**src/rtl/led_status_code.sv**
```systemverilog
// led_status_code
//   Drives two status LEDs from one shared half-period tick.
//   led_code blinks the 4-bit status code as N blinks followed by a dark gap.
//   led_act stretches short activity strobes into a visible on-time.
//
// Ports
//   clk       system clock
//   rst       synchronous reset, active-high
//   code      status code to display, 0 = dark
//   act_in    activity strobe, any width
//   led_code  code blink LED (registered)
//   led_act   activity LED (registered)
//   busy      code sequence in progress, state != IDLE (registered)
//
// Code FSM states
//   state | meaning
//   IDLE  | dark, latches code on the next tick
//   ON    | LED lit for one tick, one blink consumed
//   OFF   | dark between blinks
//   GAP   | dark gap after the last blink
module led_status_code #(
    parameter int CLK_FREQ      = 50000000,
    parameter int BLINK_FREQ    = 5,
    parameter int GAP_TICKS     = 4,
    parameter int STRETCH_TICKS = 2
) (
    input  logic       clk,
    input  logic       rst,
    input  logic [3:0] code,
    input  logic       act_in,
    output logic       led_code,
    output logic       led_act,
    output logic       busy
);

    localparam int          CYCLES = CLK_FREQ / 2 / BLINK_FREQ;
    localparam logic [31:0] CYC_M1 = 32'(CYCLES - 1);
    localparam int          GW     = (GAP_TICKS > 1) ? $clog2(GAP_TICKS) : 1;
    localparam int          AW     = $clog2(STRETCH_TICKS + 1);

    typedef enum logic [1:0] {
        IDLE = 2'd0,
        ON   = 2'd1,
        OFF  = 2'd2,
        GAP  = 2'd3
    } state_t;

    logic [31:0]   count;
    logic          tick;
    state_t        state, state_nxt;
    logic [3:0]    remaining, remaining_nxt;
    logic [GW-1:0] gap_cnt, gap_nxt;
    logic [AW-1:0] act_cnt, act_nxt;

    // count >= CYC_M1 rather than == keeps the counter self-recovering
    assign tick = (count >= CYC_M1);

    always_comb begin
        state_nxt     = state;
        remaining_nxt = remaining;
        gap_nxt       = gap_cnt;
        if (tick) begin
            case (state)
                IDLE: begin
                    remaining_nxt = code;
                    if (code != 4'd0) state_nxt = ON;
                end
                ON: begin
                    remaining_nxt = remaining - 4'd1;
                    state_nxt     = OFF;
                end
                OFF: begin
                    // testing for zero here is what keeps remaining from wrapping
                    if (remaining == 4'd0) begin
                        state_nxt = GAP;
                        gap_nxt   = GW'(GAP_TICKS - 1);
                    end else begin
                        state_nxt = ON;
                    end
                end
                GAP: begin
                    if (gap_cnt == '0) state_nxt = IDLE;
                    else               gap_nxt   = gap_cnt - GW'(1);
                end
                default: state_nxt = IDLE;
            endcase
        end
    end

    // a fresh strobe wins over a simultaneous tick
    always_comb begin
        act_nxt = act_cnt;
        if (act_in)
            act_nxt = AW'(STRETCH_TICKS);
        else if (tick && act_cnt != '0)
            act_nxt = act_cnt - AW'(1);
    end

    always_ff @(posedge clk) begin
        if (rst) begin
            count     <= '0;
            state     <= IDLE;
            remaining <= '0;
            gap_cnt   <= '0;
            act_cnt   <= '0;
            led_code  <= 1'b0;
            led_act   <= 1'b0;
            busy      <= 1'b0;
        end else begin
            count     <= tick ? '0 : count + 32'd1;
            state     <= state_nxt;
            remaining <= remaining_nxt;
            gap_cnt   <= gap_nxt;
            act_cnt   <= act_nxt;
            // LEDs follow the next-state values so they move with the state register
            led_code  <= (state_nxt == ON);
            busy      <= (state_nxt != IDLE);
            led_act   <= (act_nxt != '0);
        end
    end

endmodule
```
**config.mk**
```make
export PLATFORM = sky130hd
export DESIGN_NAME = led_status_code
export DESIGN_NICKNAME = d
export VERILOG_FILES = /design/src/rtl/led_status_code.sv
export SDC_FILE = /design/constraint.sdc
export NUM_CORES = 1
export LEC_CHECK = 0
export ABC_CLOCK_PERIOD_IN_PS = 3700
export BUFFER_PORTS_ARGS = -buffer_cell sky130_fd_sc_hd__buf_2
export CORE_ASPECT_RATIO = 1.4
export CORE_MARGIN = 4
export CORE_UTILIZATION = 54
export CTS_CLUSTER_DIAMETER = 60
export DETAILED_ROUTE_END_ITERATION = 16
export PLACE_DENSITY = 0.72
export SLEW_MARGIN = 30
export SYNTH_ARGS = -nofsm -noshare
export SYNTH_HDL_FRONTEND = slang
export SYNTH_SLANG_ARGS = --single-unit
```
**constraint.sdc**
```tcl
create_clock -name clk -period 3.7 [get_ports clk]
set_input_delay 0.555 -clock clk [delete_from_list [all_inputs] [get_ports clk]]
set_output_delay 0.555 -clock clk [all_outputs]
set_load 0.01 [all_outputs]
```
; Word level (Yosys, flattened, before mapping)
; Cells that the tools add are included.
[classes]
n_addsub = 4
multipliers = 0
n_div = 0
n_lt_le_gt_ge = 1
eq_ne = 6
shift = 0
mux = 11
bitwise = 0
reduce_logical = 13
[ops]
columns = operator, n
row1 = $add A32 B1 Y32 const B, 1
row2 = $ge A32 B23 Y1 const B, 1
row3 = $mux W2, 8
row4 = $reduce_bool A2 Y1, 5
row5 = $pmux W2 S4, 1
row6 = $pmux W4 S2, 1
row7 = $eq A2 B1 Y1 const B, 2
row8 = $eq A2 B2 Y1 const B, 2
row9 = $logic_not A2 Y1, 2
row10 = $logic_not A4 Y1, 1
row11 = $ne A2 B2 Y1 const B, 2
row12 = $pmux W2 S2, 1
row13 = $reduce_and A4 Y1, 1
row14 = $reduce_bool A4 Y1, 1
row15 = $sub A2 B1 Y2 const B, 2
row16 = $sub A4 B1 Y4 const B, 1
row17 = $reduce_and A2 Y1, 1
row18 = $reduce_or A2 Y1, 1
row19 = $logic_and A1 B1 Y1, 1
[totals]
regBits = 45
latch_bits = 0
ram_bits = 0
rom_bits = 0
out_inout_bits = 3
elab_cells = 43
mem_count = 0

; Longest topological paths before layout
; Gate-level depths: netlist of run 1.
[depth]
depth_word = 5
ltp_mapped = 7

; Worst setup path before layout of run 1
; No wires, ideal clock.
[synth_timing]
kind = register -> register
start = reg count[21]
end = reg act_cnt[1]
setup_time_ns = 0.122
t_arrival_ns = 2.199
required_ns = 3.578
setup_slack_ns = 1.379
stages_incl_launch_ff = 6
path_buffers = 0
period_less_slack_ns = 2.321
path_cell_list = dfxtp_1 or4_1 or4_1 o22a_2 a21o_2 a311o_1
[synth_between]
elab_chain_len = 4
[synth_rtl]
columns = item, line
row1 = start: declaration, 48  ; logic [31:0] count;
row2 = start signal: assignment, 110  ; count <= tick ? '0 : count + 32'd1;
row3 = $ge A32 B23 Y1, 56  ; assign tick = (count >= CYC_M1);
row4 = $logic_and A1 B1 Y1, 95  ; else if (tick && act_cnt != '0)
row5 = $mux W2, 95
row6 = $mux W2, 93  ; if (act_in)
row7 = end signal: assignment, 114  ; act_cnt <= act_nxt;
row8 = end: declaration, 53  ; logic [AW-1:0] act_cnt, act_nxt;
; Every way passes these cells.
; A chain may end at the register's enable or synchronous reset.

; Worst setup path in the final report of run 1
[layout_timing]
start = reg count[21]
end = reg remaining[2]
[layout_between]
elab_chain_len = 2
[layout_rtl]
columns = item, line
row1 = $ge A32 B23 Y1, 56
row2 = $reduce_and A2 Y1 (no line), n/a
row3 = end signal: assignment, 112  ; remaining <= remaining_nxt;
row4 = end: declaration, 51  ; logic [3:0] remaining, remaining_nxt;
; Every way passes these cells.

==> reports/qor.yml, run 1 <==
worst_setup_path:
  crit_required_ps: 3890
  startpoint_type: "flop"
  r2r_slack_ps: 1110
  r2r_cells: 5
  crit_end: "remaining[2]"
  rr_startpoint: "count[21]"
  worstSetupPathType: "flop to flop"
  cp_max_fo: 7
  timing.rr.end: "remaining[2]"
  arrival_ps: 2780
  end_kind: "flop"
  startpoint: "count[21]"
placement:
  dp_hpwl_mm: 2.69
  gp_congestion: 0.799
  dp.cells: 281
  port_buffers: 9
  placed_cell_area_um2: 2110
  place_ws_ps: 1110
sta:
  worst_slew_margin_rel: 0.473
  rsz0062_at_grt: "false"
  fin_crit_sh: 0.699
  skew_ps: 4.79
  period_needed_ps: 2590
  fin_setup_tns_ps: 0
  max_freq_mhz: 386
  setup-violations-final: 0
  layout_setup_ws_ps: 1110
  hold_viol_final: 0
  worstMarginPinSlew_ps: 788
  slew_violations: 0
routing:
  dr_total_vias: 1623
  first_pass_iters: 4
  drt_iter0_drc: 74
  routed_wl_mm: 3.73
  viasPerCell: 5.62
  drt-wirelength-per-cell_um: 12.9
  drc: 0
  ant_nets: 0
pwr:
  powerDensity_nw_per_um2: 416
  power_mw: 0.915
  ir_worst_vdd_mv: 0.408
  p_leak_nw: 0.806
layout:
  design_area_um2: 2200
  drive_gt1_frac: 0.0891
  area_delta_synth_final_pct: 7.79
  stdcell_count: 289
  final_nets: 257
  antenna_cells: 0
outcome:
  status: "finished clean"
clocking:
  htreeDepth: 2
  cts.sinks: 45
  worstSkewPairLatency_ps: 290
  cts_resized: 0
  holdBufCountCts: 0
  clkTransAtPathRegs_ps: 80
  cts_root_buf: "clkbuf_8"
  cts-buffers-inserted: 5
  cts_tree: "done"
  cts_buffer_depth: 2
  cts_setup_buffers: 0
die:
  num_io_pins: 10
  fp-row-count: 26
  die_h_um: 80.7
  dieArea_um2: 4840
  core_um2: 3640
  start_util: 0.560
  die_width_um: 60.0
synth:
  ys_seq_area_frac: 0.441
  ys_ff_latch: 45
  async_reset_ff_frac: 0
  yosysMostFrequentCell: "dfxtp_1"
  netlist_area_um2: 2040
  synthCells: 229
  synthFlopType: "dfxtp_1"
  synth_enable_flop_cells: 0
  yosys.cell_types.count: 47
  yosys_warnings: 0
  yosysTopAreaCellShare: 0.441
  yosys.area.top_type: "dfxtp_1"
  avgSynthCellArea_um2: 8.91
  netlist_top_cells_count: "45 x dfxtp_1, 33 x nor2_1, 18 x nand2_1"
  ys_top_cells_by_area: "dfxtp_1 44%, nor2_1 6.1%, xor2_1 6.0%, nand2_1 3.3%, xnor2_1 2.6%"
global_routing:
  grt_overflow: 0
  grt_max_degree: 23
  grt_pass1_vias: 1454
  grt_pass1_wl_mm: 6.38
  antenna_found_initial: 0
  grt_usage: 0.171
worst_hold_path:
  min_path_type: "flop to flop"
job:
  drv_cap: 0
-- cell families (layout without fill, tap and decap cells) --
| kind of cell | count (synthesis) | in the layout | share of synthesized area |
|---|---|---|---|
| flip-flops | 45 | 45 | 0.441 |
| AO/OA/AOI/OAI | 38 | 38 | 0.132 |
| XOR/XNOR | 20 | 20 | 0.0858 |
| AND/OR/NAND/NOR | 98 | 98 | 0.245 |
| other | 1 | 9 | 0.00184 |
| buffers and inverters | 19 | 29 | 0.0491 |
| adder cells (fa/ha/maj) | 4 | 4 | 0.0245 |
| multiplexers | 4 | 4 | 0.0202 |
-- how the worst min path moves through the flow --
stage	slack, ps	startpoint	endpoint	cells after the start
2_1_floorplan	440	count[0]	count[0]	1
3_3_place_gp	450	count[0]	count[0]	1
3_5_place_dp	470	count[0]	count[0]	1
4_1_cts	490	count[0]	count[0]	1
5_1_grt	510	count[0]	count[0]	1
6_report	480	count[0]	count[0]	1
-- flip-flops by register name, summed over array words and instances (netlist names) --
signal / count
count: 32
remaining: 4
act_cnt: 2
gap_cnt: 2
state: 2
busy: 1
led_act: 1
led_code: 1
-- per-layer routing --
metal	track usage	wire (um)
met3	0.0334	98
met2	0.285	1890
met5	0	0
met1	0.208	1670
met4	0.0798	78
-- report_power, final --
part	internal, mW	total (mW)	switching [mW]
clock	0.130	0.292	0.162
combinational	0.0459	0.0996	0.0536
sequential	0.508	0.524	0.0156
total	0.684	0.915	0.231
-- cell usage in the layout (no fill, tap or decap), drive strengths merged, types with 5 or more instances in the layout --
master,n
and3,5
nand4,6
buf,9
clkbuf,5
xor2,14
nor2,33
o21ai,6
inv,10
conb,9
dfxtp,45
nand2,18
nor3,8
nand3,8
a21oi,8
xnor2,6
-- worst max-delay path, cell delays in order (launching register included) --
cell,delay [ps]
dfxtp_1,340
or4_1,540
or4_1,560
o22ai_1,530
o221ai_1,210
a32o_1,300
-- layout make-up --
type | instances | area (um^2)
Clock buffer | 5 | 68.8
Clock inverter | 3 | 17.5
Fill cell | 351 | 1440
Inverter | 12 | 45.0
Multi-Input combinational cell | 173 | 1070
Sequential cell | 45 | 901
Tap cell | 42 | 52.6
Timing Repair Buffer | 9 | 45.0
-- per-stage QoR --
stage	hold slack (ps)	util
detailed placement	465	0.580
finish	476	0.604
CTS	485	0.604
floorplan	438	-
global route	507	0.604
global placement	454	0.580
Note: power is estimated with default switching activity, not from simulation.
==> run 2, diff against run 1 <==
--- a/config.mk
+++ b/config.mk
@@ -5,7 +5,7 @@
 export SDC_FILE = /design/constraint.sdc
 export NUM_CORES = 1
 export LEC_CHECK = 0
-export ABC_CLOCK_PERIOD_IN_PS = 3700
+export ABC_CLOCK_PERIOD_IN_PS = 2500
 export BUFFER_PORTS_ARGS = -buffer_cell sky130_fd_sc_hd__buf_2
 export CORE_ASPECT_RATIO = 1.4
 export CORE_MARGIN = 4
==> constraint.sdc (replaced) <==
create_clock -name clk -period 2.5 [get_ports clk]
set_input_delay 0.375 -clock clk [delete_from_list [all_inputs] [get_ports clk]]
set_output_delay 0.375 -clock clk [all_outputs]
set_load 0.01 [all_outputs]
==> run 2 against run 1 <==
Compared with the run above:
- sequential cell count stayed put
- routed wire length is 6.0% higher
- core utilization is 3.3 points higher
- highest routed layer unchanged
- combinational power is 51% higher
- setup slack worse by 1000 ps
- critical endpoint is now gap_cnt[1]
==> reports/qor.yml, run 2 (synthesized netlist as in run 1, its figures left out) <==
outcome:
  status: "finished clean"
layout:
  final_nets: 265  # +3.1%
  layout_common_cells: "45 x dfxtp_1, 33 x nor2_1, 18 x nand2_1"
  antenna_cells: 0  # unchanged
  fillers: 317  # -9.7%
  final_util: 0.637  # +0.0330
  largest_registers: "count: 32 flops, remaining: 4 flops"
  drive_gt1_frac: 0.122  # +0.0325
  design_area_um2: 2320  # +5.5%
  layout_commonest_cell: "dfxtp_1"
  area_delta_synth_final_pct: 13.7
  largest_reg_flops: 32  # unchanged
  top_register: "count"
pwr:
  swShare: 0.230  # -0.0219
  powerDensity_nw_per_um2: 643  # +55%
  intPower_mw: 1.15  # +68%
  clock_power_share: 0.379  # +0.060
  p_leak_nw: 0.871  # +8.0%
  p_seq_frac: 0.521  # -0.051
  power_frac_comb: 0.101  # -0.008
  switchingPower_mw: 0.343  # +49%
  ir_worst_vdd_mv: 0.554  # +36%
  power_mw: 1.49  # +63%
worst_setup_path:
  worstPathCellList: "or4_1 > or4_4 > o22a_4 > a211o_1 > a221oi_2"
  slowest_delay_ps: 560  # about the same
  crit_required_ps: 2710  # -1180 ps
  path_delay_family: "simple AND/OR/NAND/NOR gates"
  cp_max_fo: 8  # +1
  crit_path_top_delay_cell: "or4_4"
  startpoint_type: "flop"
  cp_num_buf_inv: 0  # unchanged
  worstSetupPathType: "flop to flop"
  end_kind: "flop"
  arrival_ps: 2600  # -180 ps
sta:
  worst_slew_margin_rel: 0.633  # +0.160
  whs_ps: 370  # -105 ps
  layout_setup_ws_ps: 110  # -1000 ps
  worstMarginPinSlew_ps: 551  # -237 ps
  fin_crit_sh: 0.956  # +0.256
  hold_viol_final: 0  # unchanged
  skew_ps: 5.60  # +0.801 ps
  max_freq_mhz: 418  # +8.3%
  setup-violations-final: 0  # unchanged
  period_needed_ps: 2390  # -198 ps
  slew_violations: 0  # unchanged
clocking:
  cts_buffer_depth: 2  # unchanged
  cts-buffers-inserted: 5  # unchanged
  holdBufCountCts: 0  # unchanged
  worstSkewPairLatency_ps: 290  # about the same
  cts.sinks: 45  # unchanged
  cts_root_buf: "clkbuf_8"
  clkTransAtPathRegs_ps: 80  # about the same
  cts_tree: "done"
  htreeDepth: 2  # unchanged
die:
  num_io_pins: 10  # unchanged
  start_util: 0.560  # unchanged
  dieArea_um2: 4840  # unchanged
  die_width_um: 60.0  # unchanged
  die_h_um: 80.7  # unchanged
  fp-row-count: 26  # unchanged
  core_um2: 3640  # unchanged
routing:
  first_pass_iters: 4  # unchanged
  routed_wl_mm: 3.95  # +6.0%
  drc: 0  # unchanged
  drt_iter0_drc: 37  # -50%
  dr_total_vias: 1657  # +2.1%
  viasPerCell: 5.58  # -0.66%
  ant_nets: 0  # unchanged
  drt-wirelength-per-cell_um: 13.3  # +3.2%
job:
  drv_cap: 0  # unchanged
global_routing:
  grt_max_degree: 23  # unchanged
  grt_usage: 0.184  # +0.0132
  grt_overflow: 0  # unchanged
  grt_pass1_vias: 1569  # +7.9%
  antenna_found_initial: 0  # unchanged
  grt_pass1_wl_mm: 6.92  # +8.4%
placement:
  placed_cell_area_um2: 2190  # +3.4%
  dp_hpwl_mm: 2.76  # +2.8%
  place_ws_ps: 86.8  # -1030 ps
  port_buffers: 9  # unchanged
  gp_congestion: 0.863  # +8.1%
worst_hold_path:
  min_path_type: "primary input to flop"
[run 2: cell count changes in the layout (fill, tap and decap cells not counted), sizes merged]
| cell | delta |
|---|---|
| clkinvlp | -1 |
| bufinv | +1 |
| buf | +8 |
| clkinv | -2 |
| clkbuf | +2 |
[run 2: power groups by stage]
stage,Sequential (mW),Clock [mW],Combinational (mW)
4_1_cts,0.776,0.576,0.149
3_3_place_gp,0.791,0,0.144
2_1_floorplan,0.788,0,0.114
5_1_grt,0.781,0.607,0.172
3_5_place_dp,0.793,0,0.147
6_report,0.776,0.565,0.150
[run 2: metal layers]
layer / part of all wire / track usage / vias up / wire [um]
met1: 0.45 / 0.221 / 760 / 1770
met2: 0.51 / 0.312 / 33 / 2010
li1: - / - / 859 / -
met4: 0.012 / 0.0776 / 0 / 46
met3: 0.033 / 0.0397 / 5 / 129
met5: 0 / 0 / - / 0
[run 2: tightest hold or removal path: stages]
cell	delay (ps)
buf_2	80
nor2_1	50
nand2_1	60
mux2i_1	50
[run 2: layout make-up]
cell class	instances	area [um^2]	share of cell area
Sequential cell	45	901	0.388
Timing Repair Buffer	17	118	0.0507
Clock inverter	1	30.0	0.0129
Tap cell	42	52.6	0.0227
Inverter	12	45.0	0.0194
Multi-Input combinational cell	173	1090	0.469
Clock buffer	7	86.3	0.0372
[run 2: timing repair]
item                                    CTS  global route
endpoints found under the setup margin    0             3
resized for setup                         0             3
setup buffers                             0             0
[run 2: path summary, 6_finish.rpt]
check | cells after the start | start | endpoint | slack [ps]
worst max-delay path | 5 | count[21] | gap_cnt[1] | 110
worst min-delay path | 4 | act_in | act_cnt[0] | 370
worst max register to register | 5 | count[21] | gap_cnt[1] | 110
worst min register to register | 2 | remaining[1] | remaining[1] | 480
[run 2: metrics by stage]
stage	setup TNS, ps	instances
final	0	297
after global routing	-7.25	297
after CTS	0	297
after detailed placement	0	289
after global placement	0	289
after floorplan	0	237
